===== src/rtl/lotr_pkg.sv =====
// lotr_pkg: ring opcode, slot layout and core-ID field positions shared by the ring stop
package lotr_pkg;
  typedef enum logic [1:0] {RD = 2'd0, WR = 2'd1, RD_RSP = 2'd2} t_opcode;
  localparam int MSB_CORE_ID = 31;
  localparam int LSB_CORE_ID = 24;
  localparam int RING_REQ_W = 10;
  typedef struct packed {
    logic valid;
    t_opcode opcode;
    logic [RING_REQ_W-1:0] requestor;
    logic [31:0] address;
    logic [31:0] data;
  } t_ring_slot;
endpackage


===== src/rtl/ring_fifo.sv =====
// ring_fifo: circular buffer, naturally wrapping pointers, extra count bit tells full from empty
module ring_fifo #(
  parameter int W = 8,
  parameter int DEPTH = 4
) (
  input  logic i_clk,
  input  logic i_rst,
  input  logic i_push,
  input  logic i_pop,
  input  logic [W-1:0] i_data,
  output logic [W-1:0] o_data,
  output logic o_full,
  output logic o_empty,
  output logic [$clog2(DEPTH):0] o_count
);
  localparam int AW = $clog2(DEPTH);
  logic [W-1:0] r_mem [DEPTH];
  logic [AW-1:0] r_wr, r_rd;
  logic [AW:0] r_count;
  logic w_push, w_pop;
  assign o_full = r_count == (AW+1)'(DEPTH);
  assign o_empty = r_count == '0;
  assign o_count = r_count;
  assign o_data = r_mem[r_rd];
  assign w_push = i_push && !o_full;
  assign w_pop = i_pop && !o_empty;
  always_ff @(posedge i_clk)
    if (w_push) r_mem[r_wr] <= i_data;
  always_ff @(posedge i_clk)
    if (i_rst) begin
      r_wr <= '0;
      r_rd <= '0;
      r_count <= '0;
    end else begin
      r_wr <= r_wr + AW'(w_push);
      r_rd <= r_rd + AW'(w_pop);
      r_count <= r_count + (AW+1)'(w_push) - (AW+1)'(w_pop);
    end
endmodule


===== src/rtl/ring_stop_ctrl.sv =====
// ring_stop_ctrl: per-core ring stop; injects core requests and local read responses,
// consumes ring traffic addressed to this core, forwards everything else one hop later
module ring_stop_ctrl import lotr_pkg::*; #(
  parameter int C2F_FIFO_DEPTH = 4,
  parameter int F2C_FIFO_DEPTH = 4
) (
  input  logic QClk,
  input  logic RstQnnnH,
  input  logic [7:0] CoreIdStrap,
  input  logic C2F_ReqValidQ500H,
  input  t_opcode C2F_ReqOpcodeQ500H,
  input  logic [1:0] C2F_ReqThreadIDQ500H,
  input  logic [31:0] C2F_ReqAddressQ500H,
  input  logic [31:0] C2F_ReqDataQ500H,
  output logic C2F_RspStall,
  output logic C2F_RspValidQ502H,
  output t_opcode C2F_RspOpcodeQ502H,
  output logic [1:0] C2F_RspThreadIDQ502H,
  output logic [31:0] C2F_RspDataQ502H,
  output logic F2C_ReqValidQ503H,
  output t_opcode F2C_ReqOpcodeQ503H,
  output logic [31:0] F2C_ReqAddressQ503H,
  output logic [31:0] F2C_ReqDataQ503H,
  input  logic F2C_RspDMemValidQ504H,
  input  logic [31:0] F2C_D_MemRspDataQ504H,
  input  logic RingInValid,
  input  t_opcode RingInOpcode,
  input  logic [RING_REQ_W-1:0] RingInRequestor,
  input  logic [31:0] RingInAddress,
  input  logic [31:0] RingInData,
  output logic RingOutValid,
  output t_opcode RingOutOpcode,
  output logic [RING_REQ_W-1:0] RingOutRequestor,
  output logic [31:0] RingOutAddress,
  output logic [31:0] RingOutData
);
  localparam int CW = $clog2(C2F_FIFO_DEPTH) + 1;
  localparam int FW = $clog2(F2C_FIFO_DEPTH) + 1;
  localparam int CE = 68;
  localparam int FE = RING_REQ_W + 32;
  logic [CW-1:0] w_c2f_count;
  logic [FW-1:0] w_f2c_count, r_inflight;
  logic [CE-1:0] w_c2f_in, w_c2f_head, w_c2f_sel;
  logic [FE-1:0] w_f2c_head, w_f2c_sel;
  logic w_c2f_full, w_c2f_empty, w_f2c_full, w_f2c_empty;
  logic w_cons_rsp, w_cons_req, w_cons_rd, w_rd_ok, w_slot_free, w_rsp_dec;
  logic w_inj_f2c, w_inj_c2f, w_c2f_push, w_c2f_pop, w_f2c_push, w_f2c_pop;
  logic [RING_REQ_W-1:0] r_rq0, r_rq1;
  t_ring_slot w_out, r_out;
  logic r_rsp_v, r_req_v;
  t_opcode r_rsp_op, r_req_op;
  logic [1:0] r_rsp_tid;
  logic [31:0] r_rsp_data, r_req_addr, r_req_data;
  assign w_rd_ok = ({1'b0, w_f2c_count} + {1'b0, r_inflight}) < (FW+1)'(F2C_FIFO_DEPTH);
  assign w_cons_rsp = RingInValid && RingInOpcode == RD_RSP && RingInRequestor[RING_REQ_W-1:2] == CoreIdStrap;
  assign w_cons_req = RingInValid && RingInAddress[MSB_CORE_ID:LSB_CORE_ID] == CoreIdStrap
                      && (RingInOpcode == WR || (RingInOpcode == RD && w_rd_ok));
  assign w_cons_rd = w_cons_req && RingInOpcode == RD;
  assign w_slot_free = !RingInValid || w_cons_rsp || w_cons_req;
  assign w_rsp_dec = F2C_RspDMemValidQ504H && |r_inflight;
  // An empty FIFO is bypassed so fresh read data or a fresh core request can leave in the same cycle
  assign w_f2c_sel = w_f2c_empty ? {r_rq1, F2C_D_MemRspDataQ504H} : w_f2c_head;
  assign w_c2f_in = {C2F_ReqOpcodeQ500H, C2F_ReqThreadIDQ500H, C2F_ReqAddressQ500H, C2F_ReqDataQ500H};
  assign w_c2f_sel = w_c2f_empty ? w_c2f_in : w_c2f_head;
  assign w_inj_f2c = w_slot_free && (!w_f2c_empty || F2C_RspDMemValidQ504H);
  assign w_inj_c2f = w_slot_free && !w_inj_f2c && (!w_c2f_empty || C2F_ReqValidQ500H);
  assign w_f2c_push = F2C_RspDMemValidQ504H && !(w_f2c_empty && w_inj_f2c);
  assign w_f2c_pop = w_inj_f2c && !w_f2c_empty;
  assign w_c2f_push = C2F_ReqValidQ500H && !(w_c2f_empty && w_inj_c2f);
  assign w_c2f_pop = w_inj_c2f && !w_c2f_empty;
  assign C2F_RspStall = w_c2f_count >= CW'(C2F_FIFO_DEPTH - 1);
  assign w_out = !w_slot_free ? t_ring_slot'{valid: 1'b1, opcode: RingInOpcode, requestor: RingInRequestor,
                                             address: RingInAddress, data: RingInData}
               : w_inj_f2c ? t_ring_slot'{valid: 1'b1, opcode: RD_RSP, requestor: w_f2c_sel[FE-1:32],
                                          address: 32'h0, data: w_f2c_sel[31:0]}
               : w_inj_c2f ? t_ring_slot'{valid: 1'b1, opcode: t_opcode'(w_c2f_sel[67:66]),
                                          requestor: {CoreIdStrap, w_c2f_sel[65:64]},
                                          address: w_c2f_sel[63:32], data: w_c2f_sel[31:0]}
               : t_ring_slot'('0);
  ring_fifo #(.W(CE), .DEPTH(C2F_FIFO_DEPTH)) u_c2f (
    .i_clk(QClk), .i_rst(RstQnnnH), .i_push(w_c2f_push), .i_pop(w_c2f_pop), .i_data(w_c2f_in),
    .o_data(w_c2f_head), .o_full(w_c2f_full), .o_empty(w_c2f_empty), .o_count(w_c2f_count)
  );
  ring_fifo #(.W(FE), .DEPTH(F2C_FIFO_DEPTH)) u_f2c (
    .i_clk(QClk), .i_rst(RstQnnnH), .i_push(w_f2c_push), .i_pop(w_f2c_pop), .i_data({r_rq1, F2C_D_MemRspDataQ504H}),
    .o_data(w_f2c_head), .o_full(w_f2c_full), .o_empty(w_f2c_empty), .o_count(w_f2c_count)
  );
  always_ff @(posedge QClk)
    if (RstQnnnH) begin
      r_out <= '0;
      r_rsp_v <= 1'b0;
      r_rsp_op <= RD;
      r_rsp_tid <= '0;
      r_rsp_data <= '0;
      r_req_v <= 1'b0;
      r_req_op <= RD;
      r_req_addr <= '0;
      r_req_data <= '0;
      r_rq0 <= '0;
      r_rq1 <= '0;
      r_inflight <= '0;
    end else begin
      r_out <= w_out;
      r_rsp_v <= w_cons_rsp;
      r_rsp_op <= w_cons_rsp ? RD_RSP : RD;
      r_rsp_tid <= w_cons_rsp ? RingInRequestor[1:0] : 2'b0;
      r_rsp_data <= w_cons_rsp ? RingInData : 32'h0;
      r_req_v <= w_cons_req;
      r_req_op <= w_cons_req ? RingInOpcode : RD;
      r_req_addr <= w_cons_req ? RingInAddress : 32'h0;
      r_req_data <= w_cons_req ? RingInData : 32'h0;
      r_rq0 <= w_cons_rd ? RingInRequestor : '0;
      r_rq1 <= r_rq0;
      r_inflight <= r_inflight + FW'(w_cons_rd) - FW'(w_rsp_dec);
    end
  always_ff @(posedge QClk)
    if (!RstQnnnH) begin
      assert (!(C2F_ReqValidQ500H && w_c2f_full));
      assert (!(w_f2c_push && w_f2c_full));
    end
  assign RingOutValid = r_out.valid;
  assign RingOutOpcode = r_out.opcode;
  assign RingOutRequestor = r_out.requestor;
  assign RingOutAddress = r_out.address;
  assign RingOutData = r_out.data;
  assign C2F_RspValidQ502H = r_rsp_v;
  assign C2F_RspOpcodeQ502H = r_rsp_op;
  assign C2F_RspThreadIDQ502H = r_rsp_tid;
  assign C2F_RspDataQ502H = r_rsp_data;
  assign F2C_ReqValidQ503H = r_req_v;
  assign F2C_ReqOpcodeQ503H = r_req_op;
  assign F2C_ReqAddressQ503H = r_req_addr;
  assign F2C_ReqDataQ503H = r_req_data;
endmodule


===== config.mk =====
export PLATFORM = sky130hd
export DESIGN_NAME = ring_stop_ctrl
export DESIGN_NICKNAME = d
export VERILOG_FILES = /design/src/rtl/lotr_pkg.sv /design/src/rtl/ring_fifo.sv /design/src/rtl/ring_stop_ctrl.sv
export SDC_FILE = /design/constraint.sdc
export NUM_CORES = 1
export LEC_CHECK = 0
export ABC_AREA = 1
export ABC_CLOCK_PERIOD_IN_PS = 9700
export CAP_MARGIN = 40
export CORE_ASPECT_RATIO = 0.5
export CORE_MARGIN = 5
export CORE_UTILIZATION = 35
export CTS_CLUSTER_DIAMETER = 50
export DETAILED_ROUTE_END_ITERATION = 16
export PLACE_DENSITY = 0.57
export RECOVER_POWER = 100
export SETUP_SLACK_MARGIN = 0.5
export SYNTH_ARGS = -nofsm -noshare
export SYNTH_HDL_FRONTEND = slang
export SYNTH_SLANG_ARGS = --single-unit

===== constraint.sdc =====
create_clock -name QClk -period 9.7 [get_ports QClk]
set_input_delay 1.455 -clock QClk [delete_from_list [all_inputs] [get_ports QClk]]
set_output_delay 1.455 -clock QClk [all_outputs]
set_load 0.005 [all_outputs]

Word level (Yosys, flattened, before mapping)
Memory sizes are Yosys's and may differ from the RTL's. A register that Yosys moved wholly into a read port is not among the register bits.
Cells that the tools add are included.
{"block": "op_classes", "n_addsub": 11, "order_cmp": 2, "n_eq_ne": 6, "n_mux": 12, "bitwise": 3, "reduce_logical": 40}
{"op": "77-bit two-way mux", "count": 3}
{"op": "68-bit two-way mux", "count": 1}
{"op": "42-bit two-way mux", "count": 1}
{"op": "1-bit logical AND", "count": 20}
{"op": "8-bit == test", "count": 2}
{"op": "3-bit by 1-bit adder with 3-bit output", "count": 3}
{"op": "3-bit by 1-bit subtractor with 3-bit output", "count": 3}
{"op": "2-bit by 1-bit adder with 2-bit output", "count": 4}
{"op": "1-bit zero test", "count": 8}
{"op": "3-bit == test, second input constant", "count": 2}
{"op": "3-bit zero test", "count": 2}
{"op": "2-bit two-way mux", "count": 3}
{"op": "2-bit OR reduction", "count": 3}
{"op": "1-bit logical OR", "count": 5}
{"op": "3-bit by 3-bit adder with 4-bit output", "count": 1}
{"op": "4-bit by 3-bit < comparator with 1-bit output, second input constant", "count": 1}
{"op": "1-bit two-way mux", "count": 4}
{"op": "3-bit by 2-bit >= comparator with 1-bit output, second input constant", "count": 1}
{"op": "1-bit NOT", "count": 3}
{"op": "3-bit OR reduction", "count": 1}
{"op": "2-bit by 1-bit == test with 1-bit output, second input constant", "count": 1}
{"op": "2-bit == test, second input constant", "count": 1}
{"op": "2-bit zero test", "count": 1}
{"block": "totals", "register_bits": 218, "ram_bits": 440, "word_cells": 98, "mem_count": 2}
{"name": "u_c2f.r_mem", "depth": 4, "word_bits": 68, "read_ports": 1, "rd_ports_with_merged_regs": 1, "write_ports": 1, "line_no": "ring_fifo.sv:17", "text": "logic [W-1:0] r_mem [DEPTH];"}
{"name": "u_f2c.r_mem", "depth": 4, "word_bits": 42, "read_ports": 1, "rd_ports_with_merged_regs": 1, "write_ports": 1, "line_no": "ring_fifo.sv:17"}

Depth between registers and ports, before layout
{"block": "logic_depth", "word_depth": 16, "depth_mapped": 17}

Hierarchy
A second synthesis with hierarchy kept.
{"block": "unflattened", "hier_cells": 2420, "hier_area_um2": 26042.5}
{"module": "ring_fifo at u_c2f", "instances": 1, "cells_per_inst": 708, "area_per_inst_um2": 10456.3, "seq_area_each_um2": 8308.0}
{"module": "ring_stop_ctrl", "instances": 1, "cells_per_inst": 1256, "area_per_inst_um2": 9003.6, "seq_area_each_um2": 4043.9}
{"module": "ring_fifo at u_f2c", "instances": 1, "cells_per_inst": 456, "area_per_inst_um2": 6582.6, "seq_area_each_um2": 5185.0}

Worst setup path before layout
Ideal clock, no wire load.
{"block": "synth_path", "path_kind": "in2reg", "from": "input CoreIdStrap[6]", "to": "memory u_c2f.r_mem[0][0] in the netlist's numbering (enable)", "arrival_time_ns": 5.179, "t_required_ns": 9.206, "path_slack_ns": 4.026, "stages": 13, "n_path_buf": 0, "path_cell_list": "inv_1 -> nand2_1 -> nand2_1 -> clkinv_1 -> nand3_1 -> nor2_1 -> nand2_1 -> nand3_4 -> nand2_1 -> nand2_1 -> nand2_1 -> nand2_1 -> nor2_1"}
{"block": "synth_between", "elab_chain_cells": 14}
{"item": "from (decl)", "line_no": "ring_stop_ctrl.sv:9", "text": "input logic [7:0] CoreIdStrap,"}
{"item": "8-bit == test (on tied branches)", "line_no": "ring_stop_ctrl.sv:55, ring_stop_ctrl.sv:56"}
{"item": "1-bit logical AND (on tied branches)", "line_no": "ring_stop_ctrl.sv:55, ring_stop_ctrl.sv:56"}
{"item": "1-bit logical OR / 1-bit logical AND (equally long branches)", "line_no": "ring_stop_ctrl.sv:59, ring_stop_ctrl.sv:57"}
{"item": "1-bit logical OR *", "line_no": "ring_stop_ctrl.sv:59", "text": "assign w_slot_free = !RingInValid || w_cons_rsp || w_cons_req;"}
{"item": "1-bit logical AND", "line_no": "ring_stop_ctrl.sv:65", "text": "assign w_inj_f2c = w_slot_free && (!w_f2c_empty || F2C_RspDMemValidQ504H);"}
{"item": "1-bit zero test", "line_no": "ring_stop_ctrl.sv:66", "text": "assign w_inj_c2f = w_slot_free && !w_inj_f2c && (!w_c2f_empty || C2F_ReqValidQ500H);"}
{"item": "1-bit logical AND * (2 in a row)", "line_no": "ring_stop_ctrl.sv:66"}
{"item": "1-bit logical AND *", "line_no": "ring_stop_ctrl.sv:69", "text": "assign w_c2f_push = C2F_ReqValidQ500H && !(w_c2f_empty && w_inj_c2f);"}
{"item": "1-bit zero test *", "line_no": "ring_stop_ctrl.sv:69"}
{"item": "1-bit logical AND *", "line_no": "ring_stop_ctrl.sv:69"}
{"item": "1-bit logical AND *", "line_no": "ring_fifo.sv:25", "text": "assign w_push = i_push && !o_full;"}
{"item": "1-bit two-way mux *", "line_no": "ring_fifo.sv:28", "text": "if (w_push) r_mem[r_wr] <= i_data;"}
{"item": "1-bit two-way mux (not written as such) *", "line_no": "ring_fifo.sv:28"}
{"item": "to (decl)", "line_no": "ring_fifo.sv:17"}
Every way passes the cells marked *; elsewhere a longest branch is shown, timed or not.

Worst setup path after layout
{"block": "layout_path", "from": "input RstQnnnH", "to": "register r_req_addr[24] (netlist: F2C_ReqAddressQ503H[24])"}
{"block": "layout_between", "elab_chain_cells": 1}
{"item": "from (decl)", "line_no": "ring_stop_ctrl.sv:8", "text": "input logic RstQnnnH,"}
{"item": "2-bit OR reduction (no source line)"}
{"item": "to (signal assigned)", "line_no": "ring_stop_ctrl.sv:110", "text": "r_req_addr <= w_cons_req ? RingInAddress : 32'h0;"}
{"item": "to (decl)", "line_no": "ring_stop_ctrl.sv:53", "text": "logic [31:0] r_rsp_data, r_req_addr, r_req_data;"}
Every way passes these cells.
A chain may end at the register's enable or synchronous reset.

==> results.sh <==
export IMPL_worstPathRequired_ps=10060
export IMPL_power_leakage_nw=12.7
export IMPL_grt_use_met3_pct=3.21
export IMPL_yosysSeqAreaShare_pct=68.1
export IMPL_syn_inst=2459
export IMPL_numClockSinks=656
export IMPL_fin_skew_ps=27.9
export IMPL_fin_crit_ps=6830
export IMPL_hold_path_end="r_rq1[4]"
export IMPL_crit_type="in -> reg"
export IMPL_syn2layout_area_growth_pct=26.2
export IMPL_p_clk_share_pct=30.9
export IMPL_synth_seq_cells=656
export IMPL_seq_power_share_pct=40.9
export IMPL_cts_buffers=67
export IMPL_min_path_cells=2
export IMPL_synth_distinct_cells=33
export IMPL_ant_nets=0
export IMPL_maxCapViolations=5
export IMPL_slew_viol_final=199
export IMPL_routed_wl_um=78900
export IMPL_comb_power_share_pct=28.2
export IMPL_ys_warnings_count=0
export IMPL_fp_dieW_um=394
export IMPL_fin_nets=2980
export IMPL_port_buffers=369
export IMPL_num_vias=18800
export IMPL_worst_slew_pin_slew_ps=2490
export IMPL_yosys_area_top_type_share_pct=51.3
export IMPL_worstSetupEndpointType="flip-flop"
export IMPL_drt_first_iter_violations=1526
export IMPL_synth_area_leaders="edfxtp_1, dfxtp_1, nand2_1, a21oi_1, nand3_1"
export IMPL_peakVddDrop_v=0.000210
export IMPL_avgRoutedWirePerCell_um=20.7
export IMPL_setup_violations_final=0
export IMPL_synth_avg_cell_area_sq_um=10.5
export IMPL_start_util_pct=35.3
export IMPL_layout_setup_ws_ps=2870
export IMPL_min_path_type="reg -> reg"
export IMPL_first_pass_iters=5
export IMPL_grt_setup_unrepaired="false"
export IMPL_finalSetupTns_ps=0
export IMPL_die_area_sq_um=79500
export IMPL_async_flop_share_pct=0
export IMPL_grt_first_pass_wirelength_um=118000
export IMPL_fillers=6856
export IMPL_power_per_cell_area_nw_per_um2=255
export IMPL_cts_path_max_buffers=3
export IMPL_r2r_end="u_f2c.r_mem[2][2]"
export IMPL_via_per_inst=4.92
export IMPL_fp_row_count=70
export IMPL_clock_latency_ps=610
export IMPL_critPathArrivalTime_ps=7190
export IMPL_cts_resized=0
export IMPL_cts_reportedPaths_clkPinSlew_ps=60
export IMPL_cts_hold_buf=0
export IMPL_slew_headroom_pct=-65.8
export IMPL_cts_tree="built"
export IMPL_fp_dieH_um=202
export IMPL_crit_fanout=43
export IMPL_hp_start="r_rq0[4]"
export IMPL_synth_most_common_cell="nand2_1"
export IMPL_intPower_w=0.00546
export IMPL_timing_rr_start="u_f2c.o_count[1]"
export IMPL_use_met1_pct=26.5
export IMPL_synth_edf_count=440
export IMPL_synth_area_sq_um=25800
export IMPL_fin_area_sq_um=32500
export IMPL_ys_top_cells_by_count="nand2_1, edfxtp_1, a21oi_1"
export IMPL_hpwl_um=51600
export IMPL_reg2regPathDepth=13
export IMPL_status="finished with violations"
export IMPL_io_pins=371
export IMPL_drive_gt1_share_pct=5.09
export IMPL_cts_htree_levels=3
export IMPL_core_sq_um=73000
export IMPL_postCtsSetupBuffers=0
export IMPL_p_switching_w=0.00282
export IMPL_dpl_cell_area_sq_um=30400
export IMPL_placed_cells=3678
export IMPL_violations="max-capacitance violations, max-slew violations"
export IMPL_grt_pass1_vias=17900
export IMPL_grt_max_degree=85
export IMPL_use_met2_pct=31.4
export IMPL_grt_usage_pct=19.3
export IMPL_hold_viol=0
export IMPL_post_route_drc_count=0
export IMPL_finalNonFillerCells=3813
export IMPL_clock_root_buffer="clkbuf_16"
export IMPL_r2r_setup_slack_ps=3990
export IMPL_synthFlopType="edfxtp_1"
export IMPL_fin_crit_sh_pct=70.4
export IMPL_pre_cts_ws_ps=4440
export IMPL_synth_top_area_cell="edfxtp_1"
export IMPL_whs_ps=398
export IMPL_switching_share_pct=34.0
export IMPL_place_gp_congestion=0.862
export IMPL_overflow=0
export IMPL_max_freq_mhz=146
export IMPL_critPathLaunchType="input pin"
export IMPL_antenna_found_initial=23
export IMPL_busiest_layer="met2"
## power groups by stage
| stage | combinational [W] | sequential [W] | clock [W] |
|---|---|---|---|
| detailed placement | 0.00237 | 0.00345 | 0 |
| floorplan | 0.00137 | 0.00346 | 0 |
| global route | 0.00257 | 0.00341 | 0.00273 |
| finish | 0.00233 | 0.00339 | 0.00256 |
| global placement | 0.00232 | 0.00345 | 0 |
| CTS | 0.00237 | 0.00339 | 0.00261 |
## metal layers
layer  share of wire (%)  up-vias
li1                    -     9024
met1                  44     9070
met2                  48      545
met3                 5.1      133
met4                 2.8        0
met5                   0        -
## stage by stage
step / power, W / utilization, %
2_1_floorplan: 0.00483 / -
3_3_place_gp: 0.00577 / 41.4
3_5_place_dp: 0.00582 / 41.6
4_1_cts: 0.00838 / 44.6
5_1_grt: 0.00872 / 44.5
6_report: 0.00828 / 44.5
## cell families (layout without fill, tap and decap cells)
group | Yosys count | in the layout | synth area share (%)
other | 1 | 13 | 0.0146
buffers and inverters | 301 | 671 | 5.00
flip-flops | 656 | 656 | 68.1
XOR/XNOR | 10 | 10 | 0.340
AND/OR/NAND/NOR | 1122 | 1122 | 18.4
adder cells (fa/ha/maj) | 16 | 16 | 0.864
AO/OA/AOI/OAI | 353 | 353 | 7.33
## final cells by class
class / instances / area, sq um / area share, %
tap: 972 / 1220 / 3.74
antenna: 11 / 27.5 / 0.0846
multi-input combinational: 1503 / 6970 / 21.4
sequential: 656 / 17500 / 53.9
timing repair buffer: 406 / 4070 / 12.5
clock inverter: 22 / 239 / 0.735
clock buffer: 102 / 1920 / 5.91
inverter: 141 / 533 / 1.64
## registers in the layout, summed over array words and instances, names as in the netlist, 2 cells and up
signal and flops:
RingOutAddress 32, RingOutOpcode 2, r_rq1 10, u_c2f.r_mem 272, F2C_ReqAddressQ503H 32, u_c2f.o_count 3, C2F_RspDataQ502H 32, u_f2c.r_mem 168
u_f2c.o_count 3, RingOutRequestor 10, u_c2f.r_wr 2, F2C_ReqOpcodeQ503H 2, u_c2f.r_rd 2, C2F_RspThreadIDQ502H 2, r_rq0 10, u_f2c.r_wr 2
RingOutData 32, r_inflight 3, F2C_ReqDataQ503H 32, u_f2c.r_rd 2
## layout by cell type, fill, tap and decap left out, types with 5 or more instances in the layout
cell,count
dlygate4sd3_1,282
xor2_1,5
clkinv_1,5
clkbuf_8,7
clkbuf_16,69
o21ai_0,50
edfxtp_1,440
o21a_1,43
xnor2_1,5
a21oi_1,256
ha_1,13
nand3_1,230
clkdlybuf4s50_1,85
clkbuf_1,36
buf_16,6
dfxtp_1,212
diode_2,11
inv_2,5
buf_4,20
nand4_1,78
nor2_1,219
nand2_1,583
clkinv_2,8
nor2_4,6
inv_1,132
## worst max-delay path by stage
stage | start | endpoint | slack (ps) | cells after the start
after floorplan | CoreIdStrap[6] | u_c2f.r_mem[0][0] | 4030 | 13
after global placement | CoreIdStrap[5] | u_f2c.o_count[2] | 4480 | 18
after detailed placement | CoreIdStrap[5] | u_f2c.o_count[2] | 4440 | 18
after CTS | CoreIdStrap[5] | u_f2c.o_count[2] | 5080 | 18
after global routing | RstQnnnH | F2C_ReqAddressQ503H[25] | 2350 | 6
final | RstQnnnH | F2C_ReqAddressQ503H[24] | 2870 | 6
## worst max-delay path: stages
cell      delay (ps)
clkbuf_1         920
clkbuf_1        1720
nor2_1           330
inv_1            730
clkbuf_1        1820
nor2_1           170
Note: power is estimated with default switching activity, not from simulation.
